===== config.mk =====
export PLATFORM = sky130hd
export DESIGN_NAME = uart_tx_param
export DESIGN_NICKNAME = d
export VERILOG_FILES = /design/src/rtl/uart_pkg.sv /design/src/rtl/uart_tx_fifo.sv /design/src/rtl/uart_tx_param.sv
export SDC_FILE = /design/constraint.sdc
export NUM_CORES = 1
export LEC_CHECK = 0
export CORE_UTILIZATION = 40
export DETAILED_ROUTE_END_ITERATION = 12
export PLACE_DENSITY = 0.55
export SLEW_MARGIN = 20
export SYNTH_ARGS = -nofsm -noshare
export SYNTH_HDL_FRONTEND = slang
export SYNTH_SLANG_ARGS = --single-unit

===== constraint.sdc =====
create_clock -name i_clock -period 4.3 [get_ports i_clock]
set_input_delay 0.43 -clock i_clock [delete_from_list [all_inputs] [get_ports i_clock]]
set_output_delay 0.43 -clock i_clock [all_outputs]
set_load 0.02 [all_outputs]

===== src/rtl/uart_pkg.sv =====
// uart_pkg
// Shared definitions for the UART transmitter slice:
//   - one-hot state encoding and the FSM state type
//   - parity mode codes
//   - parity_bit(): parity of a payload for a given mode
package uart_pkg;

    localparam logic [5:0] ST_IDLE   = 6'b000001;
    localparam logic [5:0] ST_START  = 6'b000010;
    localparam logic [5:0] ST_DATA   = 6'b000100;
    localparam logic [5:0] ST_PARITY = 6'b001000;
    localparam logic [5:0] ST_STOP   = 6'b010000;
    localparam logic [5:0] ST_DONE   = 6'b100000;

    typedef enum logic [5:0] {
        S_IDLE   = ST_IDLE,
        S_START  = ST_START,
        S_DATA   = ST_DATA,
        S_PARITY = ST_PARITY,
        S_STOP   = ST_STOP,
        S_DONE   = ST_DONE
    } uart_state_t;

    localparam logic [1:0] PAR_NONE = 2'b00;
    localparam logic [1:0] PAR_EVEN = 2'b01;
    localparam logic [1:0] PAR_ODD  = 2'b10;

    // Payload is zero-extended to 9 bits; the extra zeros do not change the XOR.
    // Mode 2'b11 falls into the default and behaves as no parity.
    function automatic logic parity_bit(input logic [8:0] data, input logic [1:0] mode);
        case (mode)
            PAR_NONE: return 1'b0;
            PAR_EVEN: return ^data;
            PAR_ODD:  return ~(^data);
            default:  return 1'b0;
        endcase
    endfunction

endpackage


===== src/rtl/uart_tx_fifo.sv =====
// uart_tx_fifo
// Synchronous FIFO buffering words for the UART transmitter.
// Ports:
//   i_clock, i_reset_n : clock, async active-low reset (empties the FIFO)
//   push, din          : write request and data (ignored when full)
//   pop                : remove head word (ignored when empty)
//   dout               : head-of-queue, combinational
//   full, empty        : status from the registered pointers
module uart_tx_fifo #(
    parameter int DATA_BITS  = 8,
    parameter int FIFO_DEPTH = 4
) (
    input  logic                 i_clock,
    input  logic                 i_reset_n,
    input  logic                 push,
    input  logic                 pop,
    input  logic [DATA_BITS-1:0] din,
    output logic [DATA_BITS-1:0] dout,
    output logic                 full,
    output logic                 empty
);

    localparam int AW = $clog2(FIFO_DEPTH);

    logic [DATA_BITS-1:0] mem [FIFO_DEPTH];
    logic [AW:0]          wr_ptr;
    logic [AW:0]          rd_ptr;
    logic                 wr_en;
    logic                 rd_en;

    // Pointers carry one extra wrap bit: equal low bits with differing wrap
    // bits means full, fully equal means empty.
    assign empty = (wr_ptr == rd_ptr);
    assign full  = (wr_ptr[AW] != rd_ptr[AW]) && (wr_ptr[AW-1:0] == rd_ptr[AW-1:0]);
    assign wr_en = push & ~full;
    assign rd_en = pop & ~empty;
    assign dout  = mem[rd_ptr[AW-1:0]];

    always_ff @(posedge i_clock or negedge i_reset_n) begin
        if (!i_reset_n) begin
            wr_ptr <= '0;
            rd_ptr <= '0;
        end else begin
            if (wr_en) wr_ptr <= wr_ptr + 1'b1;
            if (rd_en) rd_ptr <= rd_ptr + 1'b1;
        end
    end

    always_ff @(posedge i_clock) begin
        if (wr_en) mem[wr_ptr[AW-1:0]] <= din;
    end

endmodule


===== src/rtl/uart_tx_param.sv =====
// uart_tx_param
// Parametrised UART transmitter with input FIFO, runtime parity and stop-bit
// selection. Line idles high.
//
// state  | meaning
// IDLE   | line high; pops the head word when the FIFO is not empty
// START  | start bit (low) for OVERSAMPLE ticks
// DATA   | DATA_BITS payload bits, LSB first
// PARITY | optional parity bit
// STOP   | one or two stop bits (high)
// DONE   | one-cycle o_done pulse, then back to IDLE
//
// Ports:
//   i_clock, i_reset_n         : clock, async active-low reset
//   i_tick                     : baud oversample strobe
//   i_data, i_valid, o_ready   : FIFO push interface
//   i_parity_mode, i_two_stop  : frame format, latched at frame start
//   o_tx                       : registered serial output
//   o_busy, o_done, o_overflow : status
module uart_tx_param
    import uart_pkg::*;
#(
    parameter int DATA_BITS  = 8,
    parameter int OVERSAMPLE = 16,
    parameter int FIFO_DEPTH = 4
) (
    input  logic                 i_clock,
    input  logic                 i_reset_n,
    input  logic                 i_tick,
    input  logic [DATA_BITS-1:0] i_data,
    input  logic                 i_valid,
    input  logic [1:0]           i_parity_mode,
    input  logic                 i_two_stop,
    output logic                 o_ready,
    output logic                 o_tx,
    output logic                 o_busy,
    output logic                 o_done,
    output logic                 o_overflow
);

    localparam int TW = $clog2(OVERSAMPLE);
    localparam int BW = $clog2(DATA_BITS + 1);
    localparam logic [TW-1:0] TICK_LAST = TW'(OVERSAMPLE - 1);
    localparam logic [BW-1:0] BIT_LAST  = BW'(DATA_BITS - 1);

    uart_state_t          state_q, state_d;
    logic [TW-1:0]        tick_q, tick_d;
    logic [BW-1:0]        bit_q, bit_d;
    logic [DATA_BITS-1:0] shift_q, shift_d;
    logic                 tx_q, tx_d;
    logic                 busy_q, busy_d;
    logic                 done_q, done_d;
    logic                 par_en_q, par_en_d;
    logic                 par_val_q, par_val_d;
    logic                 two_stop_q, two_stop_d;
    logic                 stop2_q, stop2_d;

    logic [DATA_BITS-1:0] fifo_dout;
    logic                 fifo_full;
    logic                 fifo_empty;
    logic                 fifo_push;
    logic                 fifo_pop;
    logic [8:0]           dout_ext;
    logic                 tick_end;

    // o_ready comes from the pre-pop count, so a push into a full FIFO is
    // refused even if the FSM pops in the same cycle.
    assign o_ready    = ~fifo_full;
    assign o_overflow = i_valid & fifo_full;
    assign fifo_push  = i_valid & ~fifo_full;
    assign fifo_pop   = (state_q == S_IDLE) & ~fifo_empty;
    assign tick_end   = i_tick & (tick_q == TICK_LAST);

    always_comb begin
        dout_ext = '0;
        dout_ext[DATA_BITS-1:0] = fifo_dout;
    end

    uart_tx_fifo #(
        .DATA_BITS (DATA_BITS),
        .FIFO_DEPTH(FIFO_DEPTH)
    ) u_fifo (
        .i_clock  (i_clock),
        .i_reset_n(i_reset_n),
        .push     (fifo_push),
        .pop      (fifo_pop),
        .din      (i_data),
        .dout     (fifo_dout),
        .full     (fifo_full),
        .empty    (fifo_empty)
    );

    always_comb begin
        state_d    = state_q;
        tick_d     = tick_q;
        bit_d      = bit_q;
        shift_d    = shift_q;
        tx_d       = tx_q;
        busy_d     = busy_q;
        done_d     = 1'b0;
        par_en_d   = par_en_q;
        par_val_d  = par_val_q;
        two_stop_d = two_stop_q;
        stop2_d    = stop2_q;

        // Ticks only advance the bit timer inside a frame.
        if (i_tick && (state_q != S_IDLE) && (state_q != S_DONE)) begin
            tick_d = tick_end ? '0 : tick_q + 1'b1;
        end

        case (state_q)
            S_IDLE: begin
                tx_d = 1'b1;
                if (!fifo_empty) begin
                    shift_d    = fifo_dout;
                    par_en_d   = (i_parity_mode == PAR_EVEN) || (i_parity_mode == PAR_ODD);
                    par_val_d  = parity_bit(dout_ext, i_parity_mode);
                    two_stop_d = i_two_stop;
                    stop2_d    = 1'b0;
                    tick_d     = '0;
                    bit_d      = '0;
                    tx_d       = 1'b0;
                    busy_d     = 1'b1;
                    state_d    = S_START;
                end
            end
            S_START: begin
                if (tick_end) begin
                    tx_d    = shift_q[0];
                    state_d = S_DATA;
                end
            end
            S_DATA: begin
                if (tick_end) begin
                    shift_d = shift_q >> 1;
                    bit_d   = bit_q + 1'b1;
                    if (bit_q == BIT_LAST) begin
                        if (par_en_q) begin
                            tx_d    = par_val_q;
                            state_d = S_PARITY;
                        end else begin
                            tx_d    = 1'b1;
                            state_d = S_STOP;
                        end
                    end else begin
                        tx_d = shift_q[1];
                    end
                end
            end
            S_PARITY: begin
                if (tick_end) begin
                    tx_d    = 1'b1;
                    state_d = S_STOP;
                end
            end
            S_STOP: begin
                if (tick_end) begin
                    if (two_stop_q && !stop2_q) begin
                        stop2_d = 1'b1;
                    end else begin
                        tx_d    = 1'b1;
                        busy_d  = 1'b0;
                        done_d  = 1'b1;
                        state_d = S_DONE;
                    end
                end
            end
            S_DONE: begin
                state_d = S_IDLE;
            end
            default: begin
                tx_d    = 1'b1;
                busy_d  = 1'b0;
                state_d = S_IDLE;
            end
        endcase
    end

    always_ff @(posedge i_clock or negedge i_reset_n) begin
        if (!i_reset_n) begin
            state_q    <= S_IDLE;
            tick_q     <= '0;
            bit_q      <= '0;
            shift_q    <= '0;
            tx_q       <= 1'b1;
            busy_q     <= 1'b0;
            done_q     <= 1'b0;
            par_en_q   <= 1'b0;
            par_val_q  <= 1'b0;
            two_stop_q <= 1'b0;
            stop2_q    <= 1'b0;
        end else begin
            state_q    <= state_d;
            tick_q     <= tick_d;
            bit_q      <= bit_d;
            shift_q    <= shift_d;
            tx_q       <= tx_d;
            busy_q     <= busy_d;
            done_q     <= done_d;
            par_en_q   <= par_en_d;
            par_val_q  <= par_val_d;
            two_stop_q <= two_stop_d;
            stop2_q    <= stop2_d;
        end
    end

    assign o_tx   = tx_q;
    assign o_busy = busy_q;
    assign o_done = done_q;

endmodule

==> out/summary.txt, run 1 <==
Total grt overflow - 0
DRC errors left - 0
Drt total wl - 5720 um
Status - finished clean
Max Cap Viol - 0
Critical path capture point type - output port
Site Rows - 31
Slew Limit Fails - 0
Crit path max fanout - 11
Clk slew on worst S/H paths - 0.08 ns
Multiplexer area fraction after synthesis - 0.0867
Hold Fails Final Rpt - 0
IO Port Bufs - 19
Via Count - 1905
Hold WC Path Type - in2async
Synth Area in Compound Gates - 0.0863
Commonest non-fill, non-tap cell in the layout - dfrtp_1
Largest net degree at the start of global routing - 36
Clock Tree Buf Depth - 2
CP arrival - 2.26 ns
Fin util - 0.486
Clock share of power - 0.203
Routed len/inst - 15.4 um
Startpoint types - flip-flop
GPL Wtd Cong - 0.733
Initial core utilization - 0.421
Antenna violations before repair - 0
Cts hold-fix bufs - 0
First-pass GRT wire length - 9470 um
Post-Place Cells - 354
Syn avg cell area - 12.9 um2
Final Net Count - 290
Max Fclk - 372 MHz
Sequential share of power - 0.383
WS Path Type - reg2out
Main combinational cell family by area after synthesis - simple AND/OR/NAND/NOR gates
Fin crit period - 2.69 ns
#FFs+latches synth - 67
Clock Tree Root - clkbuf_8
Synth Area in Adders - 0.0361
Setup TNS - 0 ns
Post-CTS setup buffers - 0
Die footprint - 8150 um2
Crit share post-route - 0.625
CTS resizes - 0
Syn Std Cell Area - 3120 um2
CTS tree - built
Ports - 20
P_leak - 0.00142 uW
Clk_skew - 0.0107 ns
Total inserted antenna cells - 0
Core Region - 7410 um2
Max VDD drop - 0.000439 V
Synth Area in XOR/XNOR - 0.0526
Post-Layout Cell Count - 370
Slew margin rel. - 0.474
Hold_ws - 0.148 ns
EDFF count, synth - 32
HPWL Detailed - 3930 um
Pint - 1700 uW
Seq/Total Area, Yosys - 0.590
FFs w/ async S/R, synth - 0.522
Layout area overhead - 15.6%
Final setup viols - 0
RSZ-0062 raised after global routing - false
Simple-gate share of the synthesized area - 0.126
1st-iter DRT viols - 48
Synth warn - 0
H-tree level count - 3
Total power - 2700 uW
Predominant post-synthesis flop cell - dfrtp_1
Gate Count Post-Synth - 242
PD cells - 751 nW/um2
Post-synthesis cell type count - 44
Die Width - 90.3 um
Vert. Die Dim - 90.3 um
Clk_lat worst skew - 0.35 ns
Fill count - 668
GRT Overall Usage - 0.155
DR vias/cell - 5.15
Antenna-violating nets left - 0
DRT Pass-1 Iters - 4
Share of post-route cells with drive strength above 1 - 0.133
WP data required - 3.87 ns
Syn_nets - 266
Worst Max-Slew Pin Slew - 0.788 ns
Commonest non-fill, non-tap cells in the layout - dfrtp_1, edfxtp_1, nor2_1, nand2_1, clkdlybuf4s50_1
Num Clock Sinks - 67
Sw power - 1010 uW
Vias in the first global route - 1874
Logic pwr share - 0.413
Net switching fraction of the power - 0.373
Num CTS Buffers - 9
state kept, by name (all words and copies together) (netlist names):
signal	cells
par_en_q	1
bit_q	4
par_val_q	1
u_fifo.wr_ptr	3
state_q	6
u_fifo.rd_ptr	3
stop2_q	1
u_fifo.mem	32
o_tx	1
tick_q	4
o_busy	1
shift_q	8
two_stop_q	1
o_done	1
power groups by stage:
stage                     registers, uW  clock network, uW  logic, uW
after global placement             1050                  0       1120
after CTS                          1040                565       1130
after global routing               1070                591       1240
after floorplan                     976                  0        931
final                              1040                550       1120
after detailed placement           1060                  0       1120
worst max-delay path: stages (launching register included):
cell             delay, ns
dfrtp_1               0.76
xor2_1                0.28
nor2_1                0.08
nand2_1               0.16
clkdlybuf4s50_1       0.63
area by class of cell:
type,instances,area [um2],area share
clock buffers,9,124,0.0344
repair buffers,21,200,0.0556
inverters,7,26.3,0.00729
multi-input cells,160,1210,0.335
clock inverters,7,82.6,0.0229
well taps,99,124,0.0344
flip-flops and latches,67,1840,0.510
logic make-up (layout without fill, tap and decap cells):
| family | Yosys count | count (layout) |
|---|---|---|
| buf+inv | 15 | 44 |
| compound gates | 39 | 39 |
| fa+ha+maj | 9 | 9 |
| xor+xnor | 17 | 17 |
| simple gates | 79 | 79 |
| flops | 67 | 67 |
| mux | 16 | 16 |
cell usage after synthesis (4+ instances only):
cell type | n | area, um2
edfxtp_1 | 32 | 961
a22o_1 | 4 | 35.0
o21ai_0 | 8 | 40.0
nor2b_1 | 4 | 25.0
mux2_2 | 5 | 56.3
inv_1 | 6 | 22.5
xnor2_1 | 6 | 52.6
nand3_1 | 4 | 20.0
ha_1 | 9 | 113
a21oi_1 | 8 | 40.0
or3_1 | 4 | 25.0
buf_2 | 4 | 20.0
and3_1 | 7 | 43.8
nor2_1 | 21 | 78.8
xor2_1 | 9 | 78.8
nand2_1 | 21 | 78.8
dfrtp_1 | 33 | 826
mux4_2 | 7 | 158
a31oi_1 | 9 | 56.3
worst paths after layout:
path / to / cells after the start / slack [ns] / startpoint
min in group i_clock: u_fifo.wr_ptr[2] / 1 / 0.49 / u_fifo.wr_ptr[2]
min: o_done / 1 / 0.15 / i_reset_n
max: o_ready / 4 / 1.61 / u_fifo.rd_ptr[0]
min reg2reg: u_fifo.wr_ptr[2] / 1 / 0.49 / u_fifo.wr_ptr[2]
max in group asynchronous: tick_q[0] / 1 / 3.64 / i_reset_n
max reg2reg: state_q[4] / 5 / 1.81 / state_q[4]
through the flow:
stage | instance area, um2 | setup slack [ns]
3_3_place_gp | 3400 | 1.81
4_1_cts | 3600 | 1.57
6_report | 3600 | 1.61
5_1_grt | 3600 | 1.41
2_1_floorplan | 3120 | 2.33
3_5_place_dp | 3400 | 1.81
routing by layer:
metal,track usage,up-vias,share of wire
li1,-,944,-
met1,0.215,923,0.52
met2,0.221,30,0.43
met3,0.0564,8,0.029
met4,0.0605,0,0.015
met5,0,-,0
(Power assumes the default switching activity.)
==> inputs of run 2 (changes only) <==
==> constraint.sdc (replaced) <==
create_clock -name i_clock -period 2.6 [get_ports i_clock]
set_input_delay 0.26 -clock i_clock [delete_from_list [all_inputs] [get_ports i_clock]]
set_output_delay 0.26 -clock i_clock [all_outputs]
set_load 0.02 [all_outputs]
==> out/summary.txt, run 2 (synthesized netlist as in run 1, its figures left out) <==
Sequential share of power - 0.386 (+0.003)
Initial core utilization - 0.421 (unchanged)
Ports - 20 (unchanged)
Slew margin rel. - 0.480 (+0.00564)
Clock share of power - 0.200 (-0.003)
WS Path Type - reg2out
HPWL Detailed - 4030 um (+2.6%)
Core Region - 7410 um2 (unchanged)
Total power - 4460 uW (+65%)
Critical Path, Cell by Cell - xor2_1 > nor2_1 > and3_1 > clkdlybuf4s50_1
Die footprint - 8150 um2 (unchanged)
Largest net degree at the start of global routing - 36 (unchanged)
H-tree level count - 3 (unchanged)
Max Cap Viol - 0 (unchanged)
Pre-CTS setup slack - 0.226 ns (-1.59 ns)
Setup TNS - 0 ns (unchanged)
Net switching fraction of the power - 0.367 (-0.00579)
Crit path max fanout - 11 (unchanged)
Worst Max-Slew Pin Slew - 0.780 ns (-0.00846 ns)
Largest register FFs - 32 (unchanged)
Slew Limit Fails - 0 (unchanged)
Via Count - 1898 (-0.37%)
Slowest-stage cell, CP - clkdlybuf4s50_1
1st-iter DRT viols - 87 (+81%)
Site Rows - 31 (unchanged)
Clock Tree Buf Depth - 2 (unchanged)
Drt total wl - 5580 um (-2.3%)
Commonest non-fill, non-tap cells in the layout - dfrtp_1, edfxtp_1, nor2_1, nand2_1, clkdlybuf4s50_1
DR vias/cell - 5.09 (-1.2%)
PD cells - 1230 nW/um2 (+64%)
Total inserted antenna cells - 0 (unchanged)
Share of post-route cells with drive strength above 1 - 0.146 (+0.0131)
Total grt overflow - 0 (unchanged)
DRC errors left - 0 (unchanged)
Antenna violations before repair - 0 (unchanged)
Fin crit period - 2.39 ns
CP delay by family, top - buffers and inverters
First-pass GRT wire length - 9850 um (+3.9%)
Fill count - 658 (-1.5%)
Final Net Count - 293 (+1.0%)
Startpoint types - flip-flop
Worst path bufs/invs - 1 (unchanged)
Crit share post-route - 0.920
Logic pwr share - 0.414 (about the same)
Num Clock Sinks - 67 (unchanged)
Hold Fails Final Rpt - 10 (+10)
CTS tree - built
Final setup viols - 0 (unchanged)
CP arrival - 2.13 ns (-0.13 ns)
RSZ-0062 raised after global routing - false
Pint - 2820 uW (+66%)
Critical path capture point type - output port
P_leak - 0.00143 uW (+0.60%)
Hold_ws - -0.0108 ns (-0.159 ns)
Clk_lat worst skew - 0.34 ns (about the same)
WP data required - 2.34 ns (-1.53 ns)
Max incr delay on CP - 0.60 ns (-0.16 ns)
Post-Layout Cell Count - 373 (+0.81%)
Clock Tree Root - clkbuf_8
IO Port Bufs - 19 (unchanged)
Sw power - 1640 uW (+62%)
Routed len/inst - 15.0 um (-3.1%)
Layout area overhead - 16.3%
GPL Wtd Cong - 0.742 (+1.2%)
Setup ws final - 0.209 ns (-1.40 ns)
GRT Overall Usage - 0.158 (+0.00317)
Violated checks - negative hold slack
Num CTS Buffers - 9 (unchanged)
Max VDD drop - 0.000624 V (+42%)
Clk slew on worst S/H paths - 0.08 ns (about the same)
DRT Pass-1 Iters - 5 (+1)
Post-Place Cells - 357 (+0.85%)
Antenna-violating nets left - 0 (unchanged)
Status - finished with violations
Vert. Die Dim - 90.3 um (unchanged)
Max Fclk - 418 MHz
Vias in the first global route - 1995 (+6.5%)
Hold WC Path Type - in2async
Clk_skew - 0.0110 ns (+0.000326 ns)
Die Width - 90.3 um (unchanged)
run 2: cell count changes in the layout (fill, tap and decap cells not counted), sizes merged:
cell / previous run / this run
clkinv: 3 / 2
clkinvlp: 0 / 1
buf: 3 / 6
run 2: worst paths after layout:
| kind | slack, ns | start | end | cells past startpoint |
|---|---|---|---|---|
| worst max-delay path | 0.21 | u_fifo.rd_ptr[1] | o_overflow | 4 |
| worst max register to register | 0.47 | u_fifo.rd_ptr[0] | par_val_q | 6 |
| worst min register to register | 0.50 | u_fifo.rd_ptr[2] | u_fifo.rd_ptr[2] | 1 |
| worst min-delay path | -0.01 | i_reset_n | state_q[5] | 1 |
| min in group i_clock | 0.50 | u_fifo.rd_ptr[2] | u_fifo.rd_ptr[2] | 1 |
| max in group asynchronous | 2.07 | i_reset_n | u_fifo.rd_ptr[0] | 1 |
run 2: final cells by class:
type,instances,area [um2],share of cell area
clock buffer,9,124,0.0342
clock inverter,7,81.3,0.0224
inverter,7,26.3,0.00725
multi-input combinational,160,1210,0.333
sequential,67,1840,0.508
tap,99,124,0.0342
timing repair buffer,24,223,0.0614
run 2: stage by stage:
stage / cell area, um2 / utilization
floorplan: 3120 / -
global placement: 3420 / 0.462
detailed placement: 3420 / 0.462
CTS: 3620 / 0.489
global route: 3630 / 0.489
finish: 3630 / 0.489
run 2: what timing repair did:
item                       CTS  global route
gates resized for setup      0             1
setup endpoints to repair    0             2
hold buffers                 0             0
setup buffers                0             0
run 2: metal layers:
metal  vias to the layer above  wire, um  global-route usage
li1                        948         -                   -
met1                       908      2770               0.215
met2                        32      2520               0.235
met3                        10       172              0.0412
met4                         0       116              0.0780
met5                         -         0                   0
run 2: power by group through the flow:
stage          Sequential (uW)  Combinational [uW]  Clock (uW)
6_report                  1720                1850         893
2_1_floorplan             1610                1540           0
4_1_cts                   1730                1880         924
5_1_grt                   1770                2070         966
3_5_place_dp              1750                1870           0
3_3_place_gp              1740                1860           0
